**config.mk**
```make
export PLATFORM = sky130hd
export DESIGN_NAME = vga_sprite_engine
export DESIGN_NICKNAME = d
export VERILOG_FILES = /design/src/rtl/vga_sprite_engine.sv
export SDC_FILE = /design/constraint.sdc
export NUM_CORES = 1
export LEC_CHECK = 0
export ABC_AREA = 1
export BUFFER_PORTS_ARGS = -buffer_cell sky130_fd_sc_hd__buf_2
export CAP_MARGIN = 15
export CORE_ASPECT_RATIO = 0.7
export CORE_MARGIN = 5
export CORE_UTILIZATION = 50
export CTS_CLUSTER_SIZE = 40
export DETAILED_ROUTE_END_ITERATION = 10
export GPL_TIMING_DRIVEN = 0
export PLACE_DENSITY = 0.78
export SLEW_MARGIN = 20
export SYNTH_ARGS = -nofsm -noshare
export SYNTH_HDL_FRONTEND = slang
export SYNTH_SLANG_ARGS = --single-unit
```
**constraint.sdc**
```tcl
create_clock -name clk -period 3.3 [get_ports clk]
set_clock_uncertainty 0.15 [all_clocks]
set_input_delay 0.165 -clock clk [delete_from_list [all_inputs] [get_ports clk]]
set_output_delay 0.165 -clock clk [all_outputs]
set_load 0.05 [all_outputs]
```
**src/rtl/vga_sprite_engine.sv**
```systemverilog
`default_nettype none
// ============================================================================
// Module : vga_sprite_engine
// Brief  : Parametrised VGA timing generator with prioritised rectangle
//          sprites, optional dashed centre net and per-frame overlap report.
// Rev    : 1.0
// ============================================================================
module vga_sprite_engine #(
  parameter int         CLK_DIV       = 5,
  parameter int         H_VISIBLE     = 400,
  parameter int         H_FRONT       = 20,
  parameter int         H_SYNC        = 64,
  parameter int         H_BACK        = 44,
  parameter int         V_VISIBLE     = 600,
  parameter int         V_FRONT       = 1,
  parameter int         V_SYNC        = 4,
  parameter int         V_BACK        = 23,
  parameter bit         HSYNC_POL     = 1'b0,
  parameter bit         VSYNC_POL     = 1'b0,
  parameter int         NUM_SPRITES   = 3,
  parameter bit         NET_ENABLE    = 1'b1,
  parameter int         NET_X         = 199,
  parameter int         NET_WIDTH     = 2,
  parameter int         NET_DASH_LOG2 = 3,
  parameter logic [2:0] BG_COLOR      = 3'b000,
  parameter logic [2:0] NET_COLOR     = 3'b111,
  localparam int        H_TOTAL       = H_VISIBLE + H_FRONT + H_SYNC + H_BACK,
  localparam int        V_TOTAL       = V_VISIBLE + V_FRONT + V_SYNC + V_BACK,
  localparam int        HB            = $clog2(H_TOTAL),
  localparam int        VB            = $clog2(V_TOTAL)
) (
  input  logic                      clk,
  input  logic                      rst,
  input  logic [NUM_SPRITES-1:0]    sprite_en,
  input  logic [NUM_SPRITES*HB-1:0] sprite_xmin,
  input  logic [NUM_SPRITES*HB-1:0] sprite_xmax,
  input  logic [NUM_SPRITES*VB-1:0] sprite_ymin,
  input  logic [NUM_SPRITES*VB-1:0] sprite_ymax,
  input  logic [NUM_SPRITES*3-1:0]  sprite_color,
  output logic [HB-1:0]             px_x,
  output logic [VB-1:0]             px_y,
  output logic                      frame_start,
  output logic [NUM_SPRITES-1:0]    overlap,
  output logic                      blank,
  output logic                      hsync,
  output logic                      vsync,
  output logic                      r,
  output logic                      g,
  output logic                      b
);

  localparam int c_div_w = $clog2(CLK_DIV);

  logic [c_div_w-1:0]     r_div;
  logic [HB-1:0]          r_h;
  logic [VB-1:0]          r_v;
  logic [NUM_SPRITES-1:0] r_acc;

  logic                   w_pe;
  logic [31:0]            w_h32;
  logic [31:0]            w_v32;
  logic                   w_h_last;
  logic                   w_v_last;
  logic                   w_first;
  logic                   w_visible;
  logic                   w_hs_act;
  logic                   w_vs_act;
  logic                   w_net;
  logic [NUM_SPRITES-1:0] w_hit;
  logic                   w_multi;
  logic [NUM_SPRITES-1:0] w_contrib;
  logic [2:0]             w_color;

  assign w_pe      = (32'(r_div) == CLK_DIV - 1);
  assign w_h32     = 32'(r_h);
  assign w_v32     = 32'(r_v);
  assign w_h_last  = (w_h32 == H_TOTAL - 1);
  assign w_v_last  = (w_v32 == V_TOTAL - 1);
  assign w_first   = (r_h == '0) && (r_v == '0);
  assign w_visible = (w_h32 < H_VISIBLE) && (w_v32 < V_VISIBLE);
  assign w_hs_act  = (w_h32 >= H_VISIBLE + H_FRONT) &&
                     (w_h32 <  H_VISIBLE + H_FRONT + H_SYNC);
  assign w_vs_act  = (w_v32 >= V_VISIBLE + V_FRONT) &&
                     (w_v32 <  V_VISIBLE + V_FRONT + V_SYNC);

  // Net is dashed: drawn only on lines whose dash bit is clear.
  assign w_net = (w_h32 >= NET_X) && (w_h32 < NET_X + NET_WIDTH) &&
                 (((w_v32 >> NET_DASH_LOG2) & 32'd1) == 32'd0);

  for (genvar i = 0; i < NUM_SPRITES; i++) begin : g_hit
    logic [HB-1:0] w_xmin;
    logic [HB-1:0] w_xmax;
    logic [VB-1:0] w_ymin;
    logic [VB-1:0] w_ymax;
    assign w_xmin   = sprite_xmin[i*HB +: HB];
    assign w_xmax   = sprite_xmax[i*HB +: HB];
    assign w_ymin   = sprite_ymin[i*VB +: VB];
    assign w_ymax   = sprite_ymax[i*VB +: VB];
    assign w_hit[i] = sprite_en[i] &
                      (r_h >= w_xmin) & (r_h <= w_xmax) &
                      (r_v >= w_ymin) & (r_v <= w_ymax);
  end

  // Clearing the lowest set bit leaves something only when two or more hit.
  assign w_multi   = |(w_hit & (w_hit - 1'b1));
  assign w_contrib = (w_visible && w_multi) ? w_hit : '0;

  always_comb begin
    w_color = BG_COLOR;
    if (NET_ENABLE && w_net) begin
      w_color = NET_COLOR;
    end
    for (int i = NUM_SPRITES - 1; i >= 0; i--) begin
      if (w_hit[i]) begin
        w_color = sprite_color[i*3 +: 3];
      end
    end
  end

  always_ff @(posedge clk) begin
    if (rst) begin
      r_div       <= '0;
      r_h         <= '0;
      r_v         <= '0;
      r_acc       <= '0;
      px_x        <= '0;
      px_y        <= '0;
      frame_start <= 1'b0;
      overlap     <= '0;
      blank       <= 1'b1;
      hsync       <= ~HSYNC_POL;
      vsync       <= ~VSYNC_POL;
      {r, g, b}   <= 3'b000;
    end else begin
      frame_start <= 1'b0;
      if (w_pe) begin
        r_div       <= '0;
        r_h         <= w_h_last ? '0 : r_h + 1'b1;
        if (w_h_last) begin
          r_v <= w_v_last ? '0 : r_v + 1'b1;
        end
        px_x        <= r_h;
        px_y        <= r_v;
        frame_start <= w_first;
        blank       <= ~w_visible;
        hsync       <= w_hs_act ? HSYNC_POL : ~HSYNC_POL;
        vsync       <= w_vs_act ? VSYNC_POL : ~VSYNC_POL;
        {r, g, b}   <= w_visible ? w_color : 3'b000;
        // Pixel (0,0) publishes last frame and seeds the new accumulation.
        if (w_first) begin
          overlap <= r_acc;
          r_acc   <= w_contrib;
        end else begin
          r_acc   <= r_acc | w_contrib;
        end
      end else begin
        r_div <= r_div + 1'b1;
      end
    end
  end

endmodule
`default_nettype wire

```
Word-level counts from Yosys, hierarchy flattened

Index checks and enable logic that the tools add are counted.

Flip-flop bits (word level): 56
Bits in latches: 0
Bits in writable memories: 0
Bits in read-only memories: 0
Input bits: 134
Output and inout port bits: 30
Logic and storage cells: 83
Memories: 0

Add/sub/neg operators: 4
Multipliers: 0
Divide/modulo/power cells: 0
Order comparisons: 20
Eq/ne operators: 3
Shift operators: 0
Mux-type cells: 11
Bitwise gates (word level): 16
Reductions and logical operators: 15

Operators with widths:

| cell                  | number |
|---|---|
| $ge 10x10->1          | 6 |
| $le 10x10->1          | 6 |
| $logic_not 32->1      | 1 |
| $mux 3                | 7 |
| $add 10x1->10 const B | 2 |
| $eq 10x10->1 const B  | 2 |
| $logic_not 10->1      | 2 |
| $lt 10x10->1 const B  | 2 |
| $lt 10x9->1 const B   | 2 |
| $mux 10               | 2 |
| $and 1x1->1           | 12 |
| $ge 10x10->1 const B  | 1 |
| $ge 10x8->1 const B   | 1 |
| $ge 10x9->1 const B   | 1 |
| $lt 10x8->1 const B   | 1 |
| $logic_and 1x1->1     | 7 |
| $reduce_and 2->1      | 2 |
| $reduce_or 2->1       | 2 |
| $add 3x1->3 const B   | 1 |
| $and 3x3->3           | 1 |
| $eq 3x3->1 const B    | 1 |
| $or 3x3->3            | 1 |
| $reduce_or 3->1       | 1 |
| $sub 3x1->3 const B   | 1 |
| other kinds (2)       | 4 |

Longest topological paths before layout

Gate-level depths: netlist (run 1).

Word-level depth: 12
Gate-level depth with buffers: 16

Least setup slack after synthesis (run 1)

No wires, ideal clock.

Path kind: reg-to-reg
From: register r_h[9]
To: register r_acc[0]
Library setup time: 0.071 ns
Arrival: 1.883 ns
Data required time: 3.079 ns
Slack: 1.197 ns
Cell stages (with the launch flop): 12
Buffers on the path: 0
Cell sequence: dfxtp_1 -> ha_1 -> a21o_1 -> nor2_1 -> nand3_1 -> nand2_1 -> inv_1 -> nor2_1 -> nand3_1 -> o21ai_0 -> nand3_1 -> a21oi_1

Longest elaborated chain between the ends: 12
Elaborated cells between the ends (all ways): 29

Ends and longest elaborated chain:

| what                      | line | RTL |
|---|---|---|
| from (decl)               | 55   | `logic [HB-1:0] r_h;` |
| from (signal assigned)    | 138  | `r_h <= w_h_last ? '0 : r_h + 1'b1;` |
| $ge 10x10->1              | 100  | `(r_h >= w_xmin) & (r_h <= w_xmax) &` |
| $and 1x1->1               | 99   | `assign w_hit[i] = sprite_en[i] &` |
| $and 1x1->1 (2 in series) | 100  |  |
| $and 1x1->1               | 101  | `(r_v >= w_ymin) & (r_v <= w_ymax);` |
| $sub 3x1->3               | 105  | `assign w_multi = \|(w_hit & (w_hit - 1'b1));` |
| $and 3x3->3               | 105  |  |
| $reduce_or 3->1           | 105  |  |
| $logic_and 1x1->1         | 106  | `assign w_contrib = (w_visible && w_multi) ? w_hit : '0;` |
| $mux 3                    | 106  |  |
| $or 3x3->3                | 154  | `r_acc <= r_acc \| w_contrib;` |
| $mux 3 *                  | 150  | `if (w_first) begin` |
| to (signal assigned)      | 152  | `r_acc <= w_contrib;` |
| to (signal assigned)      | 154  |  |
| to (decl)                 | 57   | `logic [NUM_SPRITES-1:0] r_acc;` |

Every way passes the cells marked *; elsewhere a longest branch is shown, timed or not.
A chain may end at the register's enable or synchronous reset.

Worst setup path after layout (run 1)

From: register r_h[4]
To: register r_acc[0]

The elaborated chain is that of the path after synthesis.

==> summary.md, run 1 <==
| Metric | Value |
|---|---|
| Worst relative slew slack | 59.49% |
| Mean routed wirelength per cell | 13.01 µm |
| Routing usage on met2 | 35.07% |
| Critical R2R Launch | r_h[4] |
| Top FF cell, synth | dfxtp_1 |
| First-pass GRT wire length | 24540 µm |
| Synth warn | 0 |
| RSZ-0062 raised after global routing | no |
| Slew @ Worst Pin | 0.6068 ns |
| FF-to-FF End | r_acc[0] |
| Tot GR Track Use | 21.98% |
| Highest clock rate | 349.9 MHz |
| Skew-Pair Late Insertion Delay | 0.29 ns |
| Area contributors post-synth | ha_1, dfxtp_1, inv_1, nand2_1, nor2_1 |
| Hold Crit Class | in2reg |
| Detailed-placement wirelength estimate | 12210 µm |
| Initial DRC count | 213 |
| Syn_nets | 1105 |
| Global route overflow | 0 |
| Yosys reg bits | 56 |
| Full die area | 13620 µm² |
| Crit Path Class | reg2reg |
| Static Leakage | 4.047 nW |
| Vias in the first global route | 5179 |
| Hold_buf cts | 0 |
| Layer with the highest usage | met2 |
| Vias | 5687 |
| Initial antenna violation count | 0 |
| # nets final | 1274 |
| Vias per cell | 4.877 |
| Worst path cell trace | ha_1 > nand2_1 > inv_1 > nand2_1 > nand2_1 > nand2_1 > nand3_1 > nand2_1 > inv_1 > nor2_1 > nand3_1 > o21ai_0 > nand3_1 > a21oi_1 |
| Reg clk slew, reported paths | 0.07 ns |
| Post_cts resized | 0 |
| Synth area leader | ha_1 |
| Critical Path Source Type | flip-flop |
| Worst hold endpoint | b |
| Core ar. | 11050 µm² |
| CP required | 3.37 ns |
| Syn Area/Cell | 6.735 µm² |
| Final core occ | 61.93% |
| Crit Path Max Fanout | 12 |
| Final Hold Fails | 0 |
| Outcome | finished clean |
| Crit path largest cell delay | 0.71 ns |
| Slew Limit Fails | 0 |
| Sequential fraction of the synthesis area | 19.74% |
| Setup TNS | 0 ns |
| Top delay family on crit path | simple AND/OR/NAND/NOR gates |
| Sink Count | 56 |
| Diode count | 0 |
| Hold slack final | 0.03211 ns |
| Most frequent CP cell | nand2_1 |
| Buffers & Inverters on Critical Path | 2 |
| CP Capture Type | flip-flop |
| Cells on worst reg2reg path | 14 |
| Ports | 164 |
| Met1 usage | 32.65% |
| Clk buf depth | 2 |
| Antenna-violating nets left | 0 |
| Final wirelength | 15170 µm |
| Minimum clock period | 2.858 ns |
| Fin crit share | 86.61% |
| FFs w/ async S/R, synth | 0% |
| GPL Wtd Cong | 0.8828 |
| Initial core utilization | 51.38% |
| Pwr Total | 1.561 mW |
| Synth cell types | 34 |
| Largest net degree at the start of global routing | 17 |
| DRT Pass-1 Iters | 5 |
| Mapped cell area | 5678 µm² |
| H-Tree Depth | 2 |
| Slowest CP cell | dfxtp_1 |
| Number of port buffers | 162 |
| Cell Pwr Density | 228.0 nW/µm² |
| # DRC | 0 |
| Hold path startpoint | sprite_color[0] |
| Hold Crit Depth | 3 |
| Final setup viols | 0 |
| Row count | 32 |
| Share of layout cells above drive strength 1 | 18.16% |
| Post-synth EDFFs | 0 |
| Height of the die | 99.16 µm |
| Worst vdd ir | 0.0003183 V |
| Die Wd | 137.4 µm |
| TritonCTS clock tree | done |
| CTS Buf Count | 5 |
| M3 GR Usage | 2.831% |
| CP arrival | 2.93 ns |
| Area delta synth->final | 20.54% |
| Root Buffer | clkbuf_16 |
| Max_cap viols | 0 |
| Setup Buffers After CTS | 0 |
| Synth top area share | 28.21% |
| Gate Count Post-Synth | 843 |
| R2r setup slk | 0.44 ns |
[worst min-delay path, stage by stage]
cell	delay (ns)
buf_2	0.07
o21ai_0	0.06
o21ai_0	0.14
[power by group]
group / leakage (nW) / switching, mW / total [mW] / internal, mW
combinational: 3.51 / 0.155 / 0.276 / 0.122
clock: 0.0808 / 0.238 / 0.595 / 0.357
sequential: 0.452 / 0.00519 / 0.689 / 0.684
[registers in the layout, summed over array words and instances, names as in the netlist]
signal       count
b                1
blank            1
frame_start      1
g                1
hsync            1
overlap          3
px_x            10
px_y            10
r                1
r_acc            3
r_div            3
r_h             10
r_v             10
vsync            1
[metrics by stage]
stage               area (µm²)  instances  setup WS, ns
floorplan                 5678        843         1.197
global placement          6680       1158        0.5135
detailed placement        6680       1158        0.4772
CTS                       6844       1166        0.4610
global route              6844       1166        0.2387
finish                    6844       1166        0.4418
[final cells by class]
cell class              count  area, µm²
fillers                  1077       4207
multi-input cells         589       3812
clock inverters             2      35.03
well taps                 153      191.4
repair buffers            162      810.8
clock buffers               6      128.9
flip-flops and latches     56       1121
inverters                 191      716.9
plain buffers               7      27.53
[worst max-delay path by stage]
stage               end  slack [ns]   start  cells past startpoint
6_report       r_acc[0]        0.44  r_h[4]                     14
5_1_grt        r_acc[2]        0.24  r_h[4]                     14
4_1_cts        r_acc[0]        0.46  r_h[4]                     14
3_5_place_dp   r_acc[2]        0.48  r_h[4]                     14
3_3_place_gp   r_acc[0]        0.51  r_h[4]                     14
2_1_floorplan  r_acc[0]        1.20  r_h[9]                     11
[per-layer routing]
layer / wire length, µm / share of wire [%]
met2: 6491 / 43
met4: 99 / 0.65
met1: 7546 / 50
met3: 1030 / 6.8
met5: 0 / 0
[cell usage after synthesis (3+ instances only)]
cell      instances
nor2_1           89
nor4_1            3
ha_1            128
o21ai_0          41
nand3b_1          4
clkbuf_1          6
o211ai_1          5
inv_1           190
xor2_1            7
nor3_1           13
dfxtp_1          56
a21oi_1          45
nand4_1          21
a21o_1            7
o21a_1            7
o21bai_1          4
a211oi_1          4
nand2_1         167
nand3_1          26
[cells by family (layout without fill, tap and decap cells)]
| logic type | after synthesis | in the layout | share of synthesized area [%] |
|---|---|---|---|
| and+or+nand+nor | 334 | 334 | 25.58 |
| buffers and inverters | 198 | 368 | 13.11 |
| adders and majority gates | 128 | 128 | 28.21 |
| AOI/OAI and AO/OA | 119 | 119 | 12.12 |
| DFF | 56 | 56 | 19.74 |
| xor gates and xnor gates | 8 | 8 | 1.234 |
[cell usage in the layout (no fill, tap or decap), drive strengths merged, types with 2 or more instances in the layout]
master,Yosys,layout
a21oi,45,45
a211oi,4,4
a21o,7,7
ha,128,128
o21bai,4,4
o21a,7,7
buf,1,163
nor2,92,92
nor4,5,5
clkbuf,6,12
xor2,7,7
nor3,15,15
o211ai,5,5
dfxtp,56,56
nand4,22,22
inv,191,191
nand3b,4,4
nand3,28,28
o22ai,2,2
o21ai,42,42
nand2,168,168
Note: power is estimated with default switching activity, not from simulation.
==> run 2: changes to the inputs <==
--- a/config.mk
+++ b/config.mk
@@ -9,7 +9,7 @@
 export BUFFER_PORTS_ARGS = -buffer_cell sky130_fd_sc_hd__buf_2
 export CAP_MARGIN = 15
 export CORE_ASPECT_RATIO = 0.7
-export CORE_MARGIN = 5
+export CORE_MARGIN = 1.5
 export CORE_UTILIZATION = 50
 export CTS_CLUSTER_SIZE = 40
 export DETAILED_ROUTE_END_ITERATION = 10
==> run 2 against run 1 <==
Compared with the run above: clock-buffer cell count fell by 1; clock power shrank 13%; register-to-register slack about the same; cell count barely moved; flip-flop and latch count did not move; total power is 5.0% lower; routed wire length shrank 4.9%; critical endpoint is now r_acc[2]; highest routed layer unchanged.
==> summary.md, run 2 (synthesis results as in run 1) <==
| Metric | Value |
|---|---|
| Outcome | finished clean (unchanged) |
| # nets final | 1274 (unchanged) |
| Int Pwr | 1.082 mW (was 1.163 mW) |
| Placed cell area | 6680 µm² (unchanged) |
| Sink Count | 56 (unchanged) |
| Root Buffer | clkbuf_16 (unchanged) |
| Slew Limit Fails | 0 (unchanged) |
| DRT Pass-1 Iters | 5 (unchanged) |
| Ports | 164 (unchanged) |
| Max_cap viols | 0 (unchanged) |
| Most frequent CP cell | nand3_1 (was nand2_1) |
| Final core occ | 61.70% (was 61.93%) |
| Height of the die | 92.16 µm (was 99.16 µm) |
| Crit Path Class | reg2reg (unchanged) |
| Area delta synth->final | 20.07% (was 20.54%) |
| Die Wd | 130.4 µm (was 137.4 µm) |
| Antenna-violating nets left | 0 (unchanged) |
| Final setup viols | 0 (unchanged) |
| Switching Fraction | 27.06% (was 25.47%) |
| Sequential Power Share | 46.5% (was 44.1%) |
| Final Hold Fails | 0 (unchanged) |
| Worst vdd ir | 0.0002211 V (was 0.0003183 V) |
| Mean routed wirelength per cell | 12.38 µm (was 13.01 µm) |
| Design area | 6818 µm² (was 6844 µm²) |
| Fin crit share | 86.50% (was 86.61%) |
| Hold Crit Depth | 3 (unchanged) |
| Largest net degree at the start of global routing | 17 (unchanged) |
| Commonest cells after routing, fill and taps aside | inv_1, nand2_1, buf_2, ha_1, nor2_1 (unchanged) |
| RSZ-0062 raised after global routing | no (unchanged) |
| Highest clock rate | 350.3 MHz (was 349.9 MHz) |
| Multi-input logic area | 3812 µm² (unchanged) |
| Sw Pwr | 0.4013 mW (was 0.3975 mW) |
| Full die area | 12010 µm² (was 13620 µm²) |
| Placed cells | 1158 (unchanged) |
| Post_cts resized | 0 (unchanged) |
| Cell Pwr Density | 217.5 nW/µm² (was 228.0 nW/µm²) |
| Skew-Pair Late Insertion Delay | 0.30 ns (was 0.29 ns) |
| CP required | 3.37 ns (about the same) |
| Detailed-placement wirelength estimate | 11450 µm (was 12210 µm) |
| Clk buf depth | 2 (unchanged) |
| GPL Wtd Cong | 0.8387 (was 0.8828) |
| Critical Path Source Type | flip-flop (unchanged) |
| Initial antenna violation count | 0 (unchanged) |
| Static Leakage | 4.032 nW (was 4.047 nW) |
| # DRC | 0 (unchanged) |
| Slowest CP cell | dfxtp_1 (unchanged) |
| Global route overflow | 0 (unchanged) |
| R2r setup slk | 0.45 ns (was 0.44 ns) |
| H-Tree Depth | 2 (unchanged) |
| Hold_buf cts | 0 (unchanged) |
| Initial DRC count | 357 (was 213) |
| Register area | 1121 µm² (unchanged) |
| CP Capture Type | flip-flop (unchanged) |
| Tot GR Track Use | 24.53% (was 21.98%) |
| Reg clk slew, reported paths | 0.07 ns (about the same) |
| Most common cell after layout, fill and taps aside | inv_1 (unchanged) |
| Diode count | 0 (unchanged) |
| Setup Buffers After CTS | 0 (unchanged) |
| Hold Crit Class | in2reg (unchanged) |
| Hold slack final | 0.02053 ns (was 0.03211 ns) |
| Share of layout cells above drive strength 1 | 18.18% (was 18.16%) |
| Core ar. | 11050 µm² (unchanged) |
| CTS Buf Count | 5 (unchanged) |
| Combinational Power Share | 18.5% (was 17.7%) |
| Vias per cell | 4.878 (was 4.877) |
| Crit Path Max Fanout | 11 (was 12) |
| Vias | 5683 (was 5687) |
| Slew @ Worst Pin | 0.6321 ns (was 0.6068 ns) |
| Fill cells | 1075 (was 1077) |
| Clock power share | 35.0% (was 38.1%) |
| Final wirelength | 14420 µm (was 15170 µm) |
| Worst path cell trace | ha_1 > a21o_1 > nor2_1 > nand3_1 > nand2_1 > inv_1 > nor2_1 > nand3_1 > o21ai_0 > nand3_1 > a21oi_1 (was ha_1 > nand2_1 > inv_1 > nand2_1 > nand2_1 > nand2_1 > nand3_1 > nand2_1 > inv_1 > nor2_1 > nand3_1 > o21ai_0 > nand3_1 > a21oi_1) |
| Minimum clock period | 2.855 ns (was 2.858 ns) |
| Worst relative slew slack | 57.80% (was 59.49%) |
| Crit path largest cell delay | 0.67 ns (was 0.71 ns) |
| Final Non-Filler Cells | 1165 (was 1166) |
| First-pass GRT wire length | 23610 µm (was 24540 µm) |
| Vias in the first global route | 5055 (was 5179) |
| Number of port buffers | 162 (unchanged) |
| Initial core utilization | 51.38% (unchanged) |
| CP arrival | 2.92 ns (was 2.93 ns) |
| Setup TNS | 0 ns (unchanged) |
| Cells on worst reg2reg path | 11 (was 14) |
| TritonCTS clock tree | done (unchanged) |
| Row count | 32 (unchanged) |
run 2: cell count changes in the layout (fill, tap and decap cells not counted), sizes merged:
cell      change
clkinvlp      +1
clkbuf        -1
bufinv        -1
run 2: stage by stage:
stage               power, mW  setup WS [ns]
CTS                     1.485         0.4736
detailed placement     0.9783         0.4819
global route            1.554         0.2640
global placement       0.9741         0.5298
finish                  1.483         0.4454
floorplan              0.8615          1.197
run 2: path summary, 6_finish.rpt:
path	startpoint	end
max	r_h[9]	r_acc[2]
max reg2reg	r_h[9]	r_acc[2]
min	sprite_color[1]	g
min reg2reg	r_div[0]	r_div[0]
run 2: power by group through the flow:
stage | registers, mW | logic, mW | clock network [mW]
after global placement | 0.704 | 0.270 | 0
final | 0.689 | 0.275 | 0.519
after global routing | 0.690 | 0.320 | 0.544
after detailed placement | 0.704 | 0.274 | 0
after floorplan | 0.716 | 0.145 | 0
after CTS | 0.689 | 0.276 | 0.520
run 2: layout make-up:
cell class	instances	share of cell area (%)
buffer	7	0.4037
tap	153	2.808
inverter	191	10.52
clock inverter	2	0.1835
sequential	56	16.44
timing repair buffer	162	11.89
multi-input combinational	589	55.92
clock buffer	5	1.835
run 2: critical path, delay by kind of cell, from the launching register on:
| kind | cells | cell delay, ns |
|---|---|---|
| buf+inv | 1 | 0.04 |
| fa+ha+maj | 1 | 0.35 |
| simple gates | 6 | 0.92 |
| flops | 1 | 0.67 |
| compound gates | 3 | 0.65 |
run 2: layer usage:
| layer | up-vias | part of all wire [%] | track usage [%] | routed length (µm) |
|---|---|---|---|---|
| met3 | 9 | 6.9 | 2.800 | 998 |
| met4 | 0 | 0.53 | 3.938 | 76 |
| met5 | - | 0 | 0 | 0 |
| met2 | 178 | 41 | 39.43 | 5977 |
| met1 | 2436 | 51 | 35.68 | 7364 |
| li1 | 3060 | - | - | - |
